### config.mk
export PLATFORM = sky130hd
export DESIGN_NAME = lii_in_unpack_buffer
export DESIGN_NICKNAME = d
export VERILOG_FILES = /design/src/rtl/lii_in_unpack_buffer.sv
export SDC_FILE = /design/constraint.sdc
export NUM_CORES = 1
export LEC_CHECK = 0
export BUFFER_PORTS_ARGS = -buffer_cell sky130_fd_sc_hd__buf_2
export CAP_MARGIN = 20
export CORE_MARGIN = 2
export CORE_UTILIZATION = 45
export DETAILED_ROUTE_END_ITERATION = 7
export SETUP_SLACK_MARGIN = 0.02
export SLEW_MARGIN = 5
export SYNTH_ARGS = -nofsm -noshare
export SYNTH_HDL_FRONTEND = slang
export SYNTH_SLANG_ARGS = --single-unit
export TNS_END_PERCENT = 10
### constraint.sdc
create_clock -name aclk -period 7.1 [get_ports aclk]
set_clock_uncertainty 0.2 [all_clocks]
set_input_delay 0.355 -clock aclk [delete_from_list [all_inputs] [get_ports aclk]]
set_output_delay 0.355 -clock aclk [all_outputs]
set_load 0.01 [all_outputs]
### src/rtl/lii_in_unpack_buffer.sv
// rtl/lii_in_unpack_buffer.sv - LII receive beat unpacker into NOUT per-lane AXIS FIFOs with kernel ce
// Optional destination filter and drop counter enabled by defining LII_DST_FILTER_EN.
module lii_in_unpack_buffer #(
  parameter int         NOUT  = 7,
  parameter int         LW    = 8,
  parameter int         PW    = 64,
  parameter int         DEPTH = 4,
  parameter logic [7:0] MY_ID = 8'd0
) (
  input  logic                 aclk,
  input  logic                 arst,
  input  logic [PW-1:0]        lii_in_p0_tdata,
  input  logic                 lii_in_p0_tvalid,
  output logic                 lii_in_p0_tready,
  input  logic [7:0]           lii_in_p0_src,
  input  logic [7:0]           lii_in_p0_dst,
  output logic [NOUT*LW-1:0]   m_tdata,
  output logic [NOUT-1:0]      m_tvalid,
  input  logic [NOUT-1:0]      m_tready,
  output logic                 ce
`ifdef LII_DST_FILTER_EN
  ,
  output logic [15:0]          drop_cnt
`endif
);

  localparam int AW = (DEPTH > 1) ? $clog2(DEPTH) : 1;
  localparam int CW = AW + 1;
  localparam logic [CW-1:0] FULL = CW'(DEPTH);

  logic [NOUT-1:0] lane_space;
  logic            dst_miss;
  logic            beat_acc;
  logic            push;

`ifdef LII_DST_FILTER_EN
  assign dst_miss = (lii_in_p0_dst != MY_ID);
`else
  assign dst_miss = 1'b0;
`endif

  // Misrouted beats are swallowed even when lanes are full so they never stall the link.
  assign lii_in_p0_tready = ~arst & ((&lane_space) | dst_miss);
  assign beat_acc         = lii_in_p0_tvalid & lii_in_p0_tready;
  assign push             = beat_acc & ~dst_miss;

  // src never matters; dst, MY_ID and the unpacked low bits only matter in some builds.
  logic unused_inputs;
  assign unused_inputs = ^{lii_in_p0_src, lii_in_p0_dst, MY_ID, lii_in_p0_tdata};

  for (genvar i = 0; i < NOUT; i++) begin : g_lane
    logic [LW-1:0] mem [DEPTH];
    logic [AW-1:0] wr_ptr;
    logic [AW-1:0] rd_ptr;
    logic [CW-1:0] cnt;
    logic [LW-1:0] last_word;
    logic [LW-1:0] din;
    logic          pop;

    assign din          = lii_in_p0_tdata[PW-1-i*LW -: LW];
    assign m_tvalid[i]  = (cnt != '0);
    assign lane_space[i] = (cnt < FULL);
    assign pop          = m_tvalid[i] & m_tready[i];
    // An empty lane keeps presenting the word it last handed out.
    assign m_tdata[i*LW +: LW] = m_tvalid[i] ? mem[rd_ptr] : last_word;

    always_ff @(posedge aclk) begin
      if (push) begin
        mem[wr_ptr] <= din;
      end
    end

    always_ff @(posedge aclk) begin
      if (arst) begin
        wr_ptr    <= '0;
        rd_ptr    <= '0;
        cnt       <= '0;
        last_word <= '0;
      end else begin
        if (push) begin
          wr_ptr <= wr_ptr + 1'b1;
        end
        if (pop) begin
          rd_ptr    <= rd_ptr + 1'b1;
          last_word <= mem[rd_ptr];
        end
        case ({push, pop})
          2'b10:   cnt <= cnt + 1'b1;
          2'b01:   cnt <= cnt - 1'b1;
          default: cnt <= cnt;
        endcase
      end
    end
  end

  always_ff @(posedge aclk) begin
    if (arst) begin
      ce <= 1'b0;
    end else begin
      ce <= (&m_tvalid) & (&m_tready);
    end
  end

`ifdef LII_DST_FILTER_EN
  always_ff @(posedge aclk) begin
    if (arst) begin
      drop_cnt <= '0;
    end else if (beat_acc && dst_miss && drop_cnt != 16'hFFFF) begin
      drop_cnt <= drop_cnt + 16'd1;
    end
  end
`endif

endmodule

==> results of run 1 <==
## layout make-up
cell class / instances / share of cell area (%)
tap: 396 / 2.964
inverter: 58 / 1.302
multi-input combinational: 507 / 25.96
antenna: 2 / 0.02994
timing repair buffer: 197 / 7.800
clock inverter: 15 / 0.7560
clock buffer: 55 / 6.572
sequential: 344 / 54.61
## critical path, stage by stage, from the launching register on
cell and delay (ps):
dfxtp_1 370, or4_1 670, nor3_4 570, inv_2 360
ha_1 330, inv_1 70, fa_1 180, xor2_1 70
or3_1 310, a21oi_1 140
## where the power goes
part	total [uW]	internal, uW	switching [uW]
clock	1900	1150	745
sequential	2780	2520	260
combinational	2130	1000	1130
total	6800	4670	2130
## cells in the final DEF, fill, tap and decap left out, drive strengths merged
cell type / count
xnor2: 7
o31ai: 15
edfxtp: 224
diode: 2
ha: 35
fa: 7
dlygate4sd3: 56
nor3: 8
xor2: 14
inv: 59
nand2: 113
mux2i: 6
nand4: 9
dfxtp: 120
o21ai: 14
nor4: 3
or3: 14
clkinv: 12
mux2: 56
nor2: 36
mux4: 56
or4: 2
a21oi: 78
clkbuf: 55
buf: 141
nand2b: 6
bufinv: 2
and2: 28
## final timing paths
path | start | endpoint | slack (ps)
setup / recovery | g_lane[4].cnt[2] | g_lane[6].cnt[2] | 3770
hold / removal | lii_in_p0_tvalid | g_lane[6].wr_ptr[1] | 70
setup reg to reg | g_lane[4].cnt[2] | g_lane[6].cnt[2] | 3770
hold reg to reg | g_lane[0].last_word[5] | g_lane[0].last_word[5] | 250
## state kept, by name (all words and copies together) (netlist names), named ones only
signal,count
g_lane.wr_ptr,14
g_lane.cnt,21
g_lane.mem,224
ce,1
g_lane.last_word,56
g_lane.rd_ptr,14
## per-layer routing
metal | wire length [um] | global-route usage [%]
met2 | 12790 | 27.83
met4 | 465 | 4.293
met1 | 12030 | 22.23
met3 | 1091 | 3.241
met5 | 13 | 0
## logic make-up after synthesis
kind of cell	count (synthesis)	synth area share (%)
flops	344	65.90
simple gates	219	7.506
mux	118	14.09
compound gates	107	4.137
buf+inv	102	2.872
fa+ha+maj	42	4.173
xor+xnor	21	1.328
## stage by stage
stage               cells  hold WS (ps)  cell area (sq um)
floorplan             953         232.9              13850
global placement     1443         237.9              14890
detailed placement   1444         246.4              14910
CTS                  1570         42.66              16690
global route         1573         61.39              16710
finish               1574         65.21              16710
==> key figures, run 1 <==
Run
  • Max-cap violations: 0

Synthesis
  • Post-synth EDFFs: 224
  • Main synth FF type: edfxtp_1
  • Most common cell in the netlist: edfxtp_1
  • Synthesized Nets: 1085
  • Dominant cells by area after synthesis: edfxtp_1 49%, dfxtp_1 17%, mux4_2 9.1%
  • Average cell area after synthesis: 14.54 sq um
  • Post-synth ARST share: 0%
  • Cell variety after synth: 30
  • Yosys warnings: 0
  • Post-synth top cells: 224 x edfxtp_1, 120 x dfxtp_1, 113 x nand2_1, 78 x a21oi_1
  • Synthesized area: 13850 sq um
  • Post-synthesis sequential area ratio: 65.90%
  • Gate Count Post-Synth: 953
  • #FFs+latches synth: 344
  • Largest area contributor in the netlist: edfxtp_1
  • Post-synth top area share: 48.55%

CTS
  • Resized cells post-CTS: 0
  • Clk buf depth: 3
  • CTS tree: done
  • Reg clk slew, reported paths: 60 ps
  • Root Driver: clkbuf_16
  • Skew-Pair Late Insertion Delay: 510 ps
  • CTS H-tree lvls: 2
  • Cts hold-fix bufs: 56
  • Clk sinks: 344
  • Total setup buffers inserted after CTS: 0
  • Num CTS Buffers: 38

Pwr
  • Leak Pwr: 0.006109 uW
  • Power per standard cell area: 407.0 nW/um^2
  • Peak supply drop: 0.2626 mV
  • Tot Pwr: 6802 uW

Routing
  • Via count: 7907
  • Wire length per cell: 16.77 um
  • DR iter-0 viols: 606
  • Via density: 5.024
  • WL final: 26390 um
  • Final antenna-violating net count: 0
  • Remaining DRCs: 0
  • DRT Pass-1 Iters: 7

Timing
  • Setup TNS: 0 ps
  • Hold Violations, Final: 0
  • # setup viols final: 0
  • Max_slew headroom: 45.74%
  • RSZ-0062 raised after global routing: false
  • Final period util: 46.86%
  • Setup WS post-layout: 3773 ps
  • Slew Viols, Final: 0
  • Fmax: 300.6 MHz
  • Post-layout min period: 3327 ps
  • Tightest Pin Transition: 809.5 ps

Setup path
  • Kind of critical path: reg -> reg
  • CP arrival: 3560 ps
  • Critical Path RT: 7330 ps
  • Reg2reg path depth: 9
  • Type of origin of the critical path: register
  • Crit path max fanout: 17
  • CP Capture Type: register

Final layout
  • Area of the multi-input gates: 4339 sq um
  • Final core occ: 54.93%
  • Sequential cell area: 9129 sq um
  • Filler Cell Count: 2507
  • Area grow syn2layout: 20.66%
  • Layout cells sized above 1: 27.38%
  • Nets: 1278

Floorplanning
  • Core Region: 30430 sq um
  • IO Count: 155
  • Die width: 179.5 um
  • Die area: 32200 sq um
  • Initial core utilization: 45.53%
  • Site Rows: 64
  • Die Ht: 179.5 um

Place
  • GPL Wtd Cong: 0.6971
  • PortBufs: 130
  • Hpwl dp: 16960 um
  • Pre-CTS setup slack: 3526 ps

GRT
  • Total track usage: 16.57%
  • GRT overflow: 0
  • Pin count of the biggest net entering global routing: 63
  • Number of global-route vias before repair: 8070
  • Initial antenna violation count: 3
  • First-pass GRT wire length: 42790 um

Worst hold path
  • Hold Crit Class: in -> reg
  • Hold path depth: 3

Outcome
  • Status: finished, final reports clean
Power figures use the tool's default switching activity.
==> run 2: changes to the inputs <==
==> constraint.sdc (replaced) <==
create_clock -name aclk -period 3.3 [get_ports aclk]
set_clock_uncertainty 0.2 [all_clocks]
set_input_delay 0.165 -clock aclk [delete_from_list [all_inputs] [get_ports aclk]]
set_output_delay 0.165 -clock aclk [all_outputs]
set_load 0.01 [all_outputs]
==> key figures, run 2 (same netlist as run 1, synthesis figures left out) <==
Place
  • Hpwl dp: 17140 um (+1.1%)
  • Pre-CTS setup slack: 589.5 ps (-2936 ps)
  • Placed instance count: 1451 (+0.48%)
  • GPL Wtd Cong: 0.7449 (+6.9%)
  • PortBufs: 130 (unchanged)

Final layout
  • Non-filler instance count after layout: 1587 (+0.83%)
  • Layout cells sized above 1: 27.39% (about the same)
  • Biggest regs: g_lane.mem x224, g_lane.last_word x56, g_lane.cnt x21
  • Most common cell after layout, fill and taps aside: edfxtp_1
  • Area grow syn2layout: 21.35%
  • Number of flip-flops under the largest register name: 224 (unchanged)
  • Most frequent cells in the layout: 224 x edfxtp_1, 129 x buf_2, 120 x dfxtp_1, 113 x nand2_1, 78 x a21oi_1
  • Largest Register: g_lane.mem
  • Nets: 1292 (+1.1%)

Routing
  • Via density: 5.037 (+0.27%)
  • DRT Pass-1 Iters: 4 (-3)
  • Remaining DRCs: 0 (unchanged)
  • Via count: 7994 (+1.1%)
  • DR iter-0 viols: 428 (-29%)
  • WL final: 26860 um (+1.8%)
  • Final antenna-violating net count: 0 (unchanged)
  • Wire length per cell: 16.93 um (+0.96%)

Floorplanning
  • Die width: 179.5 um (unchanged)
  • Die area: 32200 sq um (unchanged)
  • Die Ht: 179.5 um (unchanged)
  • Core Region: 30430 sq um (unchanged)
  • Site Rows: 64 (unchanged)
  • IO Count: 155 (unchanged)
  • Initial core utilization: 45.53% (unchanged)

Run
  • Max-cap violations: 0 (unchanged)

Timing
  • # setup viols final: 0 (unchanged)
  • Max_slew headroom: 41.14% (-4.6 points)
  • Slew Viols, Final: 0 (unchanged)
  • Setup WS post-layout: 601.0 ps (-3172 ps)
  • Post-layout min period: 2699 ps (-628.1 ps)
  • Final period util: 81.79% (+35 points)
  • Fmax: 370.5 MHz (+23%)
  • RSZ-0062 raised after global routing: false
  • Setup TNS: 0 ps (unchanged)
  • Tightest Pin Transition: 878.2 ps (+68.64 ps)
  • Hold Violations, Final: 0 (unchanged)

GRT
  • GRT overflow: 0 (unchanged)
  • First-pass GRT wire length: 43280 um (+1.2%)
  • Number of global-route vias before repair: 8179 (+1.4%)
  • Initial antenna violation count: 1 (-2)
  • Total track usage: 16.65% (+0.078 points)
  • Pin count of the biggest net entering global routing: 59 (-6.3%)

CTS
  • Clk buf depth: 3 (unchanged)
  • Num CTS Buffers: 38 (unchanged)
  • Resized cells post-CTS: 0 (unchanged)
  • Reg clk slew, reported paths: 60 ps (about the same)
  • Skew-Pair Late Insertion Delay: 510 ps (about the same)
  • CTS H-tree lvls: 2 (unchanged)
  • Root Driver: clkbuf_16
  • CTS tree: done
  • Clk sinks: 344 (unchanged)

Outcome
  • Status: finished, final reports clean

Worst hold path
  • Hold path depth: 2 (-1)
  • Hold Crit Class: in -> reg

Pwr
  • Peak supply drop: 0.4619 mV (+76%)
  • Power per standard cell area: 869.2 nW/um^2 (+110%)
  • Tot Pwr: 14610 uW (+110%)
  • Leak Pwr: 0.006152 uW (+0.70%)

Setup path
  • Crit path max fanout: 13 (-4)
  • R2R Path Start: g_lane[4].cnt[2]
  • CP Capture Type: register
  • Critical path destination: g_lane[3].cnt[2]
  • Reg2reg path depth: 9 (unchanged)
  • CP arrival: 2930 ps (-630 ps)
  • Kind of critical path: reg -> reg
  • Reg2reg end: g_lane[3].cnt[2]
  • Type of origin of the critical path: register
  • Origin of the worst setup path: g_lane[4].cnt[2]
  • Worst R2R Setup Slack: 600 ps (-3170 ps)
  • Critical Path RT: 3530 ps (-3800 ps)
## run 2: power by group
group          internal, uW  total [uW]  leakage, uW  switching (uW)
Sequential             5410        5970      0.00301             562
Clock                  2380        4010     0.000590            1630
Combinational          2180        4620      0.00255            2440
## run 2: repair_timing
item | CTS | global route
endpoints found under the hold margin | 289 | 0
hold buffers | 65 | 0
buffers inserted | 0 | 0
## run 2: worst max-delay path: stages, from the launching register on
cell	delay, ps
dfxtp_1	370
or4_1	640
nor3_4	180
inv_2	200
ha_1	280
inv_1	70
fa_1	170
xor2_1	70
or3_1	300
a21oi_1	140
## run 2: worst min-delay path by stage
stage | end | from | slack (ps)
floorplan | g_lane[0].mem[0][0] | lii_in_p0_tdata[56] | 60
global placement | g_lane[6].mem[3][0] | lii_in_p0_tdata[8] | 180
detailed placement | g_lane[1].mem[2][7] | lii_in_p0_tdata[55] | 180
CTS | g_lane[6].mem[3][5] | lii_in_p0_tdata[13] | 180
global route | g_lane[6].mem[2][4] | lii_in_p0_tdata[12] | 190
finish | g_lane[6].mem[3][5] | lii_in_p0_tdata[13] | 200
## run 2: metal layers
layer / global-route usage, % / vias to the layer above / part of all wire, %
met1: 22.40 / 3903 / 45
met4: 4.390 / 0 / 1.7
met5: 0 / - / 0
li1: - / 3877 / -
met2: 28.14 / 173 / 49
met3: 2.857 / 41 / 4.0
## run 2: final cells by class
class / count / area (sq um)
clock buffer: 50 / 1080
antenna: 1 / 2.502
inverter: 58 / 217.7
fill: 2542 / 13620
sequential: 344 / 9129
clock inverter: 20 / 123.9
tap: 396 / 495.5
timing repair buffer: 211 / 1424
multi-input combinational: 507 / 4339
## run 2: per-stage QoR
stage / hold WS (ps) / cell area [sq um] / util, %
3_5_place_dp: 184.6 / 14950 / 49.14
4_1_cts: 179.4 / 16810 / 55.24
2_1_floorplan: 63.87 / 13850 / -
3_3_place_gp: 178.5 / 14950 / 49.14
5_1_grt: 192.5 / 16810 / 55.25
6_report: 204.7 / 16810 / 55.25
==> run 3: changes to the inputs <==
==> constraint.sdc (replaced) <==
create_clock -name aclk -period 2.73 [get_ports aclk]
set_clock_uncertainty 0.2 [all_clocks]
set_input_delay 0.1365 -clock aclk [delete_from_list [all_inputs] [get_ports aclk]]
set_output_delay 0.1365 -clock aclk [all_outputs]
set_load 0.01 [all_outputs]
==> key figures, run 3 (same netlist as run 1, synthesis figures left out) <==
Routing
  • WL final: 26660 um (-0.77%)
  • Via count: 7992 (-0.025%)
  • Wire length on met1: 11900 um (-2.4%)
  • Remaining DRCs: 0 (unchanged)
  • Final antenna-violating net count: 0 (unchanged)
  • Wire length per cell: 16.55 um (-2.2%)
  • DR iter-0 viols: 392 (-8.4%)
  • Metal3 WL: 1207 um (+12%)
  • Met2 routed WL: 12920 um (-1.6%)
  • DRT Pass-1 Iters: 4 (unchanged)
  • Top Layer Used: met4
  • Via density: 4.961 (-1.5%)

Timing
  • Post-layout min period: 2631 ps (-68.28 ps)
  • RSZ-0062 raised after global routing: true
  • Setup TNS: 0 ps (unchanged)
  • Final period util: 96.36% (+15 points)
  • Max_slew headroom: 53.36% (+12 points)
  • # setup viols final: 0 (unchanged)
  • Hold Violations, Final: 0 (unchanged)
  • Tightest Pin Transition: 695.8 ps (-182.4 ps)
  • Fmax: 380.1 MHz (+2.6%)
  • Slew Viols, Final: 0 (unchanged)

CTS
  • Clk buf depth: 3 (unchanged)
  • Num CTS Buffers: 38 (unchanged)
  • Skew-Pair Late Insertion Delay: 520 ps (about the same)
  • Reg clk slew, reported paths: 60 ps (about the same)
  • CTS H-tree lvls: 2 (unchanged)
  • Root Driver: clkbuf_16
  • CTS tree: done
  • Clk sinks: 344 (unchanged)

Floorplanning
  • Initial core utilization: 45.53% (unchanged)
  • Die area: 32200 sq um (unchanged)
  • IO Count: 155 (unchanged)
  • Die width: 179.5 um (unchanged)
  • Die Ht: 179.5 um (unchanged)
  • Core Region: 30430 sq um (unchanged)
  • Site Rows: 64 (unchanged)

Setup path
  • Worst R2R Setup Slack: 100 ps (-500 ps)
  • Type of origin of the critical path: register
  • Critical Path RT: 2980 ps (-550 ps)
  • Critical path destination: g_lane[1].cnt[2]
  • Origin of the worst setup path: g_lane[0].cnt[2]
  • Kind of critical path: reg -> reg
  • Reg2reg end: g_lane[1].cnt[2]
  • Reg2reg path depth: 9 (unchanged)
  • CP arrival: 2880 ps (-50 ps)
  • R2R Path Start: g_lane[0].cnt[2]
  • CP Capture Type: register
  • Crit path max fanout: 13 (unchanged)

GRT
  • Total track usage: 16.72% (+0.070 points)
  • First-pass GRT wire length: 43560 um (+0.64%)
  • Number of global-route vias before repair: 8411 (+2.8%)
  • Pin count of the biggest net entering global routing: 60 (+1.7%)
  • Initial antenna violation count: 1 (unchanged)
  • GRT overflow: 0 (unchanged)

Final layout
  • Largest Register: g_lane.mem
  • Nets: 1316 (+1.9%)
  • Layout cells sized above 1: 28.67% (+1.3 points)
  • Biggest regs: g_lane.mem x224, g_lane.last_word x56, g_lane.cnt x21
  • Most common cell after layout, fill and taps aside: edfxtp_1
  • Number of flip-flops under the largest register name: 224 (unchanged)
  • Filler Cell Count: 2509 (-1.3%)
  • Final core occ: 56.04% (+0.79 points)
  • Most frequent cells in the layout: 224 x edfxtp_1, 129 x buf_2, 119 x dfxtp_1, 113 x nand2_1, 78 x a21oi_1
  • Area grow syn2layout: 23.09%

Pwr
  • Leak Pwr: 0.006300 uW (+2.4%)
  • Power per standard cell area: 1061 nW/um^2 (+22%)
  • Peak supply drop: 0.6577 mV (+42%)

Place
  • Hpwl dp: 17160 um (+0.14%)
  • GPL Wtd Cong: 0.7139 (-4.2%)
  • PortBufs: 130 (unchanged)

Outcome
  • Status: finished, final reports clean

Run
  • Max-cap violations: 0 (unchanged)

Worst hold path
  • Hold Crit Class: in -> reg
run 3: changes by cell type in the layout (fill, tap and decap cells not counted), sizes merged:
cell      before  now
clkinvlp       2    0
buf          146  170
clkbuf        50   48
bufinv         1    5
run 3: how the worst min path moves through the flow:
stage                                   start                   to  slack, ps  cells past startpoint
final                     lii_in_p0_tdata[12]  g_lane[6].mem[0][4]        160                      2
after CTS                 lii_in_p0_tdata[12]  g_lane[6].mem[2][4]        140                      2
after global placement    lii_in_p0_tdata[14]  g_lane[6].mem[2][6]        150                      1
after detailed placement   lii_in_p0_tdata[9]  g_lane[6].mem[1][1]        150                      1
after floorplan           lii_in_p0_tdata[56]  g_lane[0].mem[0][0]         40                      0
after global routing       lii_in_p0_tdata[8]  g_lane[6].mem[1][0]        160                      2
run 3: final cells by class:
cell class	instances	area, sq um	area share [%]
Sequential cell	344	9130	53.54
Multi-Input combinational cell	507	4339	25.45
Timing Repair Buffer	235	1604	9.407
Clock buffer	48	1010	5.922
Tap cell	396	495.5	2.906
Clock inverter	22	250.2	1.468
Inverter	58	220.2	1.291
Antenna cell	1	2.502	0.01468
run 3: per-stage QoR:
| stage | hold slack [ps] | std cells | cell area (sq um) | worst slack (ps) | power [uW] |
|---|---|---|---|---|---|
| floorplan | 35.37 | 953 | 13850 | 158.6 | 11060 |
| global placement | 150.2 | 1475 | 15130 | 157.2 | 13040 |
| detailed placement | 151.9 | 1475 | 15130 | 116.0 | 13120 |
| CTS | 137.6 | 1610 | 17050 | 44.14 | 18360 |
| global route | 157.0 | 1611 | 17050 | 4.355 | 19250 |
| finish | 155.4 | 1611 | 17050 | 99.25 | 18100 |
run 3: power by group:
part	internal [uW]	leakage (uW)	switching, uW
sequential	6540	0.00301	640
clock	3100	0.000613	1970
combinational	2810	0.00268	3030
run 3: per-layer routing:
metal	global-route usage [%]	vias to the layer above
li1	-	3929
met1	22.06	3854
met2	28.49	163
met3	2.857	46
met4	4.976	0
met5	0	-
run 3: what timing repair did:
action                                 4_1_cts  5_1_grt
hold buffers                                65        0
setup endpoints to repair                    0       17
resized for setup                            0        3
endpoints found under the hold margin      293        0
setup buffers                                0        0
run 3: worst max-delay path: stages (launching register included):
cell	delay, ps
dfxtp_1	330
or4_4	570
nor3_4	250
inv_4	150
ha_1	260
inv_1	70
fa_1	190
xor2_1	80
or3_1	320
a21oi_1	150
